===== src/rtl/mem_arb_pkg.sv =====
// Shared types and constants for the two-port memory arbiter.
package mem_arb_pkg;

    typedef enum logic [1:0] {
        IDLE  = 2'd0,
        GRANT = 2'd1,
        RESP  = 2'd2
    } arb_state_e;

    typedef enum logic {
        OP_READ  = 1'b0,
        OP_WRITE = 1'b1
    } arb_op_e;

    // Port 0 carries data accesses, port 1 instruction fetch
    localparam logic PORT_DATA  = 1'b0;
    localparam logic PORT_FETCH = 1'b1;

endpackage


===== src/rtl/mem_arb_rr.sv =====
// Two-requester round-robin picker; purely combinational.
module mem_arb_rr
    import mem_arb_pkg::*;
(
    input  logic [1:0] pending_i,
    input  logic       last_i,
    output logic       gnt_valid_c,
    output logic       gnt_idx_c
);

    // On contention the port not served last wins; otherwise the lone requester
    always_comb begin
        gnt_valid_c = |pending_i;
        gnt_idx_c   = PORT_DATA;
        if (&pending_i) begin
            gnt_idx_c = ~last_i;
        end else if (pending_i[PORT_FETCH]) begin
            gnt_idx_c = PORT_FETCH;
        end
    end

endmodule


===== src/rtl/mem_arbiter.sv =====
// Arbitrates a data port and a fetch port onto one single-port memory with a response timeout.
module mem_arbiter
    import mem_arb_pkg::*;
#(
    parameter int unsigned BITSIZE = 32,
    parameter int unsigned TIMEOUT = 255
) (
    input  logic                   clk,
    input  logic                   resetn_i,
    input  logic [2*BITSIZE-1:0]   core_addr_i,
    input  logic [2*BITSIZE-1:0]   core_data_i,
    output logic [2*BITSIZE-1:0]   core_data_o,
    input  logic [1:0]             core_read_i,
    input  logic [1:0]             core_write_i,
    output logic [1:0]             core_valid_o,
    output logic [1:0]             core_err_o,
    output logic [BITSIZE-1:0]     mem_addr_o,
    output logic [BITSIZE-1:0]     mem_data_o,
    input  logic [BITSIZE-1:0]     mem_data_i,
    output logic                   mem_read_o,
    output logic                   mem_write_o,
    input  logic                   mem_valid_i
);

    localparam int unsigned CNT_W = $clog2(TIMEOUT + 2);

    arb_state_e            state_q, state_d;
    logic                  last_q, last_d;
    logic                  port_q, port_d;
    arb_op_e               op_q, op_d;
    logic [BITSIZE-1:0]    addr_q, addr_d;
    logic [BITSIZE-1:0]    wdata_q, wdata_d;
    logic [CNT_W-1:0]      cnt_q, cnt_d;
    logic                  rd_q, rd_d;
    logic                  wr_q, wr_d;
    logic [1:0]            valid_q, valid_d;
    logic [1:0]            err_q, err_d;
    logic [2*BITSIZE-1:0]  rdata_q, rdata_d;

    logic                  gnt_valid_c;
    logic                  gnt_idx_c;
    arb_op_e               gnt_op_c;
    logic                  timeout_c;
    logic [BITSIZE-1:0]    rsp_data_c;

    mem_arb_rr u_rr (
        .pending_i   (core_read_i | core_write_i),
        .last_i      (last_q),
        .gnt_valid_c (gnt_valid_c),
        .gnt_idx_c   (gnt_idx_c)
    );

    // Write takes priority when a port raises both read and write
    assign gnt_op_c   = core_write_i[gnt_idx_c] ? OP_WRITE : OP_READ;
    assign timeout_c  = (cnt_q == CNT_W'(TIMEOUT));
    // A timed-out read returns zero
    assign rsp_data_c = mem_valid_i ? mem_data_i : '0;

    // State register
    always_ff @(posedge clk or negedge resetn_i) begin
        if (!resetn_i) begin
            state_q <= IDLE;
        end else begin
            state_q <= state_d;
        end
    end

    // Next-state logic
    always_comb begin
        state_d = state_q;
        case (state_q)
            IDLE:    if (gnt_valid_c) state_d = GRANT;
            GRANT:   if (mem_valid_i || timeout_c) state_d = RESP;
            RESP:    state_d = IDLE;
            default: state_d = IDLE;
        endcase
    end

    // Datapath and registered-output next values
    always_comb begin
        last_d  = last_q;
        port_d  = port_q;
        op_d    = op_q;
        addr_d  = addr_q;
        wdata_d = wdata_q;
        cnt_d   = cnt_q;
        rd_d    = 1'b0;
        wr_d    = 1'b0;
        valid_d = 2'b00;
        err_d   = 2'b00;
        rdata_d = rdata_q;
        case (state_q)
            IDLE: begin
                if (gnt_valid_c) begin
                    last_d  = gnt_idx_c;
                    port_d  = gnt_idx_c;
                    op_d    = gnt_op_c;
                    addr_d  = gnt_idx_c ? core_addr_i[2*BITSIZE-1:BITSIZE] : core_addr_i[BITSIZE-1:0];
                    wdata_d = gnt_idx_c ? core_data_i[2*BITSIZE-1:BITSIZE] : core_data_i[BITSIZE-1:0];
                    cnt_d   = '0;
                    rd_d    = (gnt_op_c == OP_READ);
                    wr_d    = (gnt_op_c == OP_WRITE);
                end
            end
            GRANT: begin
                if (mem_valid_i || timeout_c) begin
                    valid_d[port_q] = 1'b1;
                    err_d[port_q]   = ~mem_valid_i;
                    if (op_q == OP_READ) begin
                        if (port_q == PORT_FETCH) begin
                            rdata_d[2*BITSIZE-1:BITSIZE] = rsp_data_c;
                        end else begin
                            rdata_d[BITSIZE-1:0] = rsp_data_c;
                        end
                    end
                end else begin
                    cnt_d = cnt_q + CNT_W'(1);
                    rd_d  = (op_q == OP_READ);
                    wr_d  = (op_q == OP_WRITE);
                end
            end
            default: ;
        endcase
    end

    // Datapath registers; reset abandons any in-flight access
    always_ff @(posedge clk or negedge resetn_i) begin
        if (!resetn_i) begin
            last_q  <= PORT_FETCH;
            port_q  <= PORT_DATA;
            op_q    <= OP_READ;
            addr_q  <= '0;
            wdata_q <= '0;
            cnt_q   <= '0;
            rd_q    <= 1'b0;
            wr_q    <= 1'b0;
            valid_q <= 2'b00;
            err_q   <= 2'b00;
            rdata_q <= '0;
        end else begin
            last_q  <= last_d;
            port_q  <= port_d;
            op_q    <= op_d;
            addr_q  <= addr_d;
            wdata_q <= wdata_d;
            cnt_q   <= cnt_d;
            rd_q    <= rd_d;
            wr_q    <= wr_d;
            valid_q <= valid_d;
            err_q   <= err_d;
            rdata_q <= rdata_d;
        end
    end

    assign mem_addr_o   = addr_q;
    assign mem_data_o   = wdata_q;
    assign mem_read_o   = rd_q;
    assign mem_write_o  = wr_q;
    assign core_valid_o = valid_q;
    assign core_err_o   = err_q;
    assign core_data_o  = rdata_q;

endmodule


===== config.mk =====
export PLATFORM = sky130hd
export DESIGN_NAME = mem_arbiter
export DESIGN_NICKNAME = d
export VERILOG_FILES = /design/src/rtl/mem_arb_pkg.sv /design/src/rtl/mem_arb_rr.sv /design/src/rtl/mem_arbiter.sv
export SDC_FILE = /design/constraint.sdc
export NUM_CORES = 1
export LEC_CHECK = 0
export ABC_AREA = 1
export CORE_MARGIN = 2
export CORE_UTILIZATION = 30
export CTS_BUF_LIST = sky130_fd_sc_hd__clkbuf_16
export DETAILED_ROUTE_END_ITERATION = 8
export GPL_TIMING_DRIVEN = 0
export PLACE_DENSITY = 0.67
export SYNTH_ARGS = -nofsm -noshare
export SYNTH_HDL_FRONTEND = slang
export SYNTH_SLANG_ARGS = --single-unit

===== constraint.sdc =====
create_clock -name clk -period 3.6 [get_ports clk]
set_input_delay 0.9 -clock clk [delete_from_list [all_inputs] [get_ports clk]]
set_output_delay 0.9 -clock clk [all_outputs]
set_load 0.02 [all_outputs]

==> results.txt <==
pre-CTS setup slack = 965.0 ps
Cell Pwr Density = 833.8 mW/mm^2
Worst R2R Start = cnt_q[1]
Post-Synthesis Cells = 830
port bufs = 299
Post-Synthesis Cell Area = 0.006766 mm^2
Max-Cap Viols = 0
synth-to-layout area growth = 58.51%
global routing's busiest layer = met2
Post-CTS Hold Fix Bufs = 0
Critical Path, Cell by Cell = clkdlybuf4s50_1
H-tree levels = 4
gpl congestion = 0.8505
critical setup path kind = reg2out
first drt pass iteration count = 4
largest net degree at the start of global routing = 80
# fillers = 2148
Max FO, Critical Path = 2
clock root buffer master = clkbuf_16
Max clock buf depth = 2
top post-synthesis cells by area = dfrtp_1 (54%), nand2_1 (17%), o21ai_1 (8.1%)
Startpoint Class = flop
Max-slew headroom = 55.58%
detailed placer's ending HPWL = 16.21 mm
post-synthesis net count = 999
num rows = 54
routed length per placed instance = 14.90 um
measured slew at the worst slew-check pin = 666.4 ps
Antenna Cells = 0
Hold Vio Cnt, Final = 0
layout cells sized above 1 = 9.639%
Slew Limit Fails = 0
RSZ-0062 raised after global routing = false
FF-to-FF setup slack = 1410 ps
First DRT Iteration DRCs = 371
f_max = 426.5 MHz
part of the cycle the worst path needs = 65.13%
Max stage delay cell, worst path = clkdlybuf4s50_1
total grt overflow = 0
Worst Path Arrival = 1440 ps
Avg Synthesized Cell Area = 8.152 um^2
Worst Setup End Kind = primary output
Clk pin slew, worst setup/hold paths = 70 ps
Skew-Pair Late Insertion Delay = 420 ps
worst clock skew = 11.35 ps
area leader, netlist = dfrtp_1
worst vdd ir = 0.3468 mV
CP Data Required Time = 2700 ps
crit path to = mem_addr_o[6]
initial antenna violation count = 0
Setup violations, final = 0
postcts setup bufs = 0
GRT Total Usage = 18.16%
worst r2r dst = core_data_o[8]
Initial Util = 30.81%
Clock Sinks = 148
vias in the first global route = 6333
FF-to-FF path depth = 10
global routing met3 resource utilization = 6.388%
grt met2 use = 30.07%
Static Leakage = 5.000 nW
Die Wd = 154.2 um
CP startpoint = mem_addr_o[6]
Resize count post-CTS = 0
Post-Route WL = 21.48 mm
PnR worst setup slack = 1255 ps
status = completed
I/O pin total = 301
vias per std cell = 4.439
post-synthesis sequential area ratio = 54.75%
Design Power = 8.943 mW
Synth Warn # = 0
post-synth top area share = 54.36%
Crit path depth = 1
Vias = 6401
post-synthesis register bit count = 148
Num CTS Buffers = 17
Crit path buffers/inverters = 1
Die Y = 154.2 um
Final ANT Viol Nets = 0
core area = 0.02196 mm^2
Final #Nets = 1318
Die ar. = 0.02377 mm^2
Hold Path Class = in2async
global-route wire length before repair = 33.90 mm
slowest stage delay, CP = 630 ps
TritonCTS clock tree = built
minimum clock period = 2345 ps
DRC errors left = 0
critical path's top delay family = buffers and inverters
library cells used by synthesis = 27
met1 global-route usage = 22.45%
## layer usage
| metal | vias up | part of all wire [%] |
|---|---|---|
| met1 | 2910 | 43 |
| met2 | 262 | 46 |
| li1 | 3207 | - |
| met3 | 22 | 9.1 |
| met4 | 0 | 1.4 |
| met5 | - | 0 |
## cells by family (layout without fill, tap and decap cells)
logic type	after synthesis	count (layout)	share of synthesized area, %
AND/OR/NAND/NOR	419	419	24.46
flip-flops	148	148	54.75
AO/OA/AOI/OAI	139	139	11.70
XOR/XNOR	1	1	0.1295
adder cells (fa/ha/maj)	2	2	0.3698
buffers and inverters	121	453	8.580
## registers in the layout (all words and copies together), names as in the netlist
| name | count |
|---|---|
| cnt_q | 9 |
| core_data_o | 64 |
| core_err_o | 2 |
| core_valid_o | 2 |
| last_q | 1 |
| mem_addr_o | 32 |
| mem_data_o | 32 |
| mem_read_o | 1 |
| mem_write_o | 1 |
| op_q | 1 |
| port_q | 1 |
| state_q | 2 |
## synth_stat cells
| cell | number |
|---|---|
| nand2_1 | 313 |
| dfrtp_1 | 147 |
| o21ai_1 | 110 |
| nor2_1 | 82 |
| inv_1 | 72 |
| o21ai_2 | 25 |
| buf_2 | 21 |
| buf_6 | 11 |
| nand3_1 | 7 |
| buf_1 | 4 |
| buf_4 | 4 |
| clkbuf_1 | 4 |
| inv_2 | 4 |
| a21oi_1 | 3 |
| nand2_2 | 3 |
| nor2_2 | 3 |
| nor4_1 | 3 |
| ha_1 | 2 |
| nand2_4 | 2 |
| nor2_4 | 2 |
| nor3_1 | 2 |
| dfstp_2 | 1 |
| inv_4 | 1 |
| nand4_1 | 1 |
| nor2_8 | 1 |
| o21a_1 | 1 |
| xor2_1 | 1 |
## per-stage QoR
step | utilization (%) | hold WS (ps) | cell area (um^2) | setup TNS [ps] | cells
after global routing | 48.84 | 502.9 | 10730 | 0 | 1442
after global placement | 46.04 | 464.1 | 10110 | -680640 | 1409
after floorplan | - | 454.3 | 6766 | 0 | 830
after CTS | 48.84 | 484.8 | 10730 | 0 | 1442
after detailed placement | 46.17 | 466.4 | 10140 | 0 | 1410
final | 48.84 | 478.1 | 10730 | 0 | 1442
## layout make-up
| type | instances | area (um^2) | area share [%] |
|---|---|---|---|
| flip-flops and latches | 148 | 3705 | 34.54 |
| repair buffers | 300 | 3022 | 28.17 |
| multi-input cells | 561 | 2481 | 23.13 |
| clock buffers | 17 | 425.4 | 3.966 |
| well taps | 280 | 350.3 | 3.266 |
| inverters | 77 | 291.5 | 2.718 |
| plain buffers | 44 | 289.0 | 2.695 |
| clock inverters | 15 | 161.4 | 1.505 |
## worst min-delay path by stage
stage / start / to / slack (ps) / cells after the start
5_1_grt: core_data_o[46] / core_data_o[46] / 500 / 2
6_report: resetn_i / core_data_o[37] / 480 / 1
2_1_floorplan: port_q / core_err_o[0] / 450 / 1
3_5_place_dp: core_data_o[46] / core_data_o[46] / 470 / 2
4_1_cts: core_data_o[46] / core_data_o[46] / 480 / 2
3_3_place_gp: core_data_o[61] / core_data_o[61] / 460 / 2
## worst reg2reg max path, stage by stage (launching register included)
cell and delay [ps]:
dfrtp_1 400, ha_1 200, nand2_1 120, nor4_1 330, ha_1 290, nor2_4 80, nor2_1 170, nand2_4 130
buf_2 210, nand2_1 70, o21ai_1 70
## power by group
group | internal (mW) | switching [mW] | total, mW | leakage (nW)
Clock | 0.986 | 0.819 | 1.81 | 0.281
Combinational | 1.92 | 2.46 | 4.39 | 2.84
Sequential | 2.36 | 0.394 | 2.75 | 1.88
Total | 5.27 | 3.68 | 8.94 | 5.00
## placed cells by master, fill, tap and decap left out
master,netlist,layout
bufinv_16,0,1
clkbuf_16,0,17
clkbuf_1,4,4
nor3_1,2,2
a21oi_1,3,3
inv_8,0,5
buf_16,0,1
ha_1,2,2
nand3_1,7,7
buf_4,4,4
o21a_1,1,1
nand2_1,313,313
nor2_8,1,1
xor2_1,1,1
nor4_1,3,3
dfstp_2,1,1
nand4_1,1,1
o21ai_2,25,25
nand2_2,3,3
nor2_1,82,82
nor2_4,2,2
buf_6,11,12
clkinvlp_4,0,3
clkdlybuf4s50_1,0,298
inv_2,4,4
dfrtp_1,147,147
clkinv_4,0,2
nand2_4,2,2
buf_1,4,4
inv_6,0,4
inv_4,1,1
o21ai_1,110,110
inv_1,72,72
nor2_2,3,3
buf_2,21,21
No activity file was read; power rests on OpenSTA's default activity.
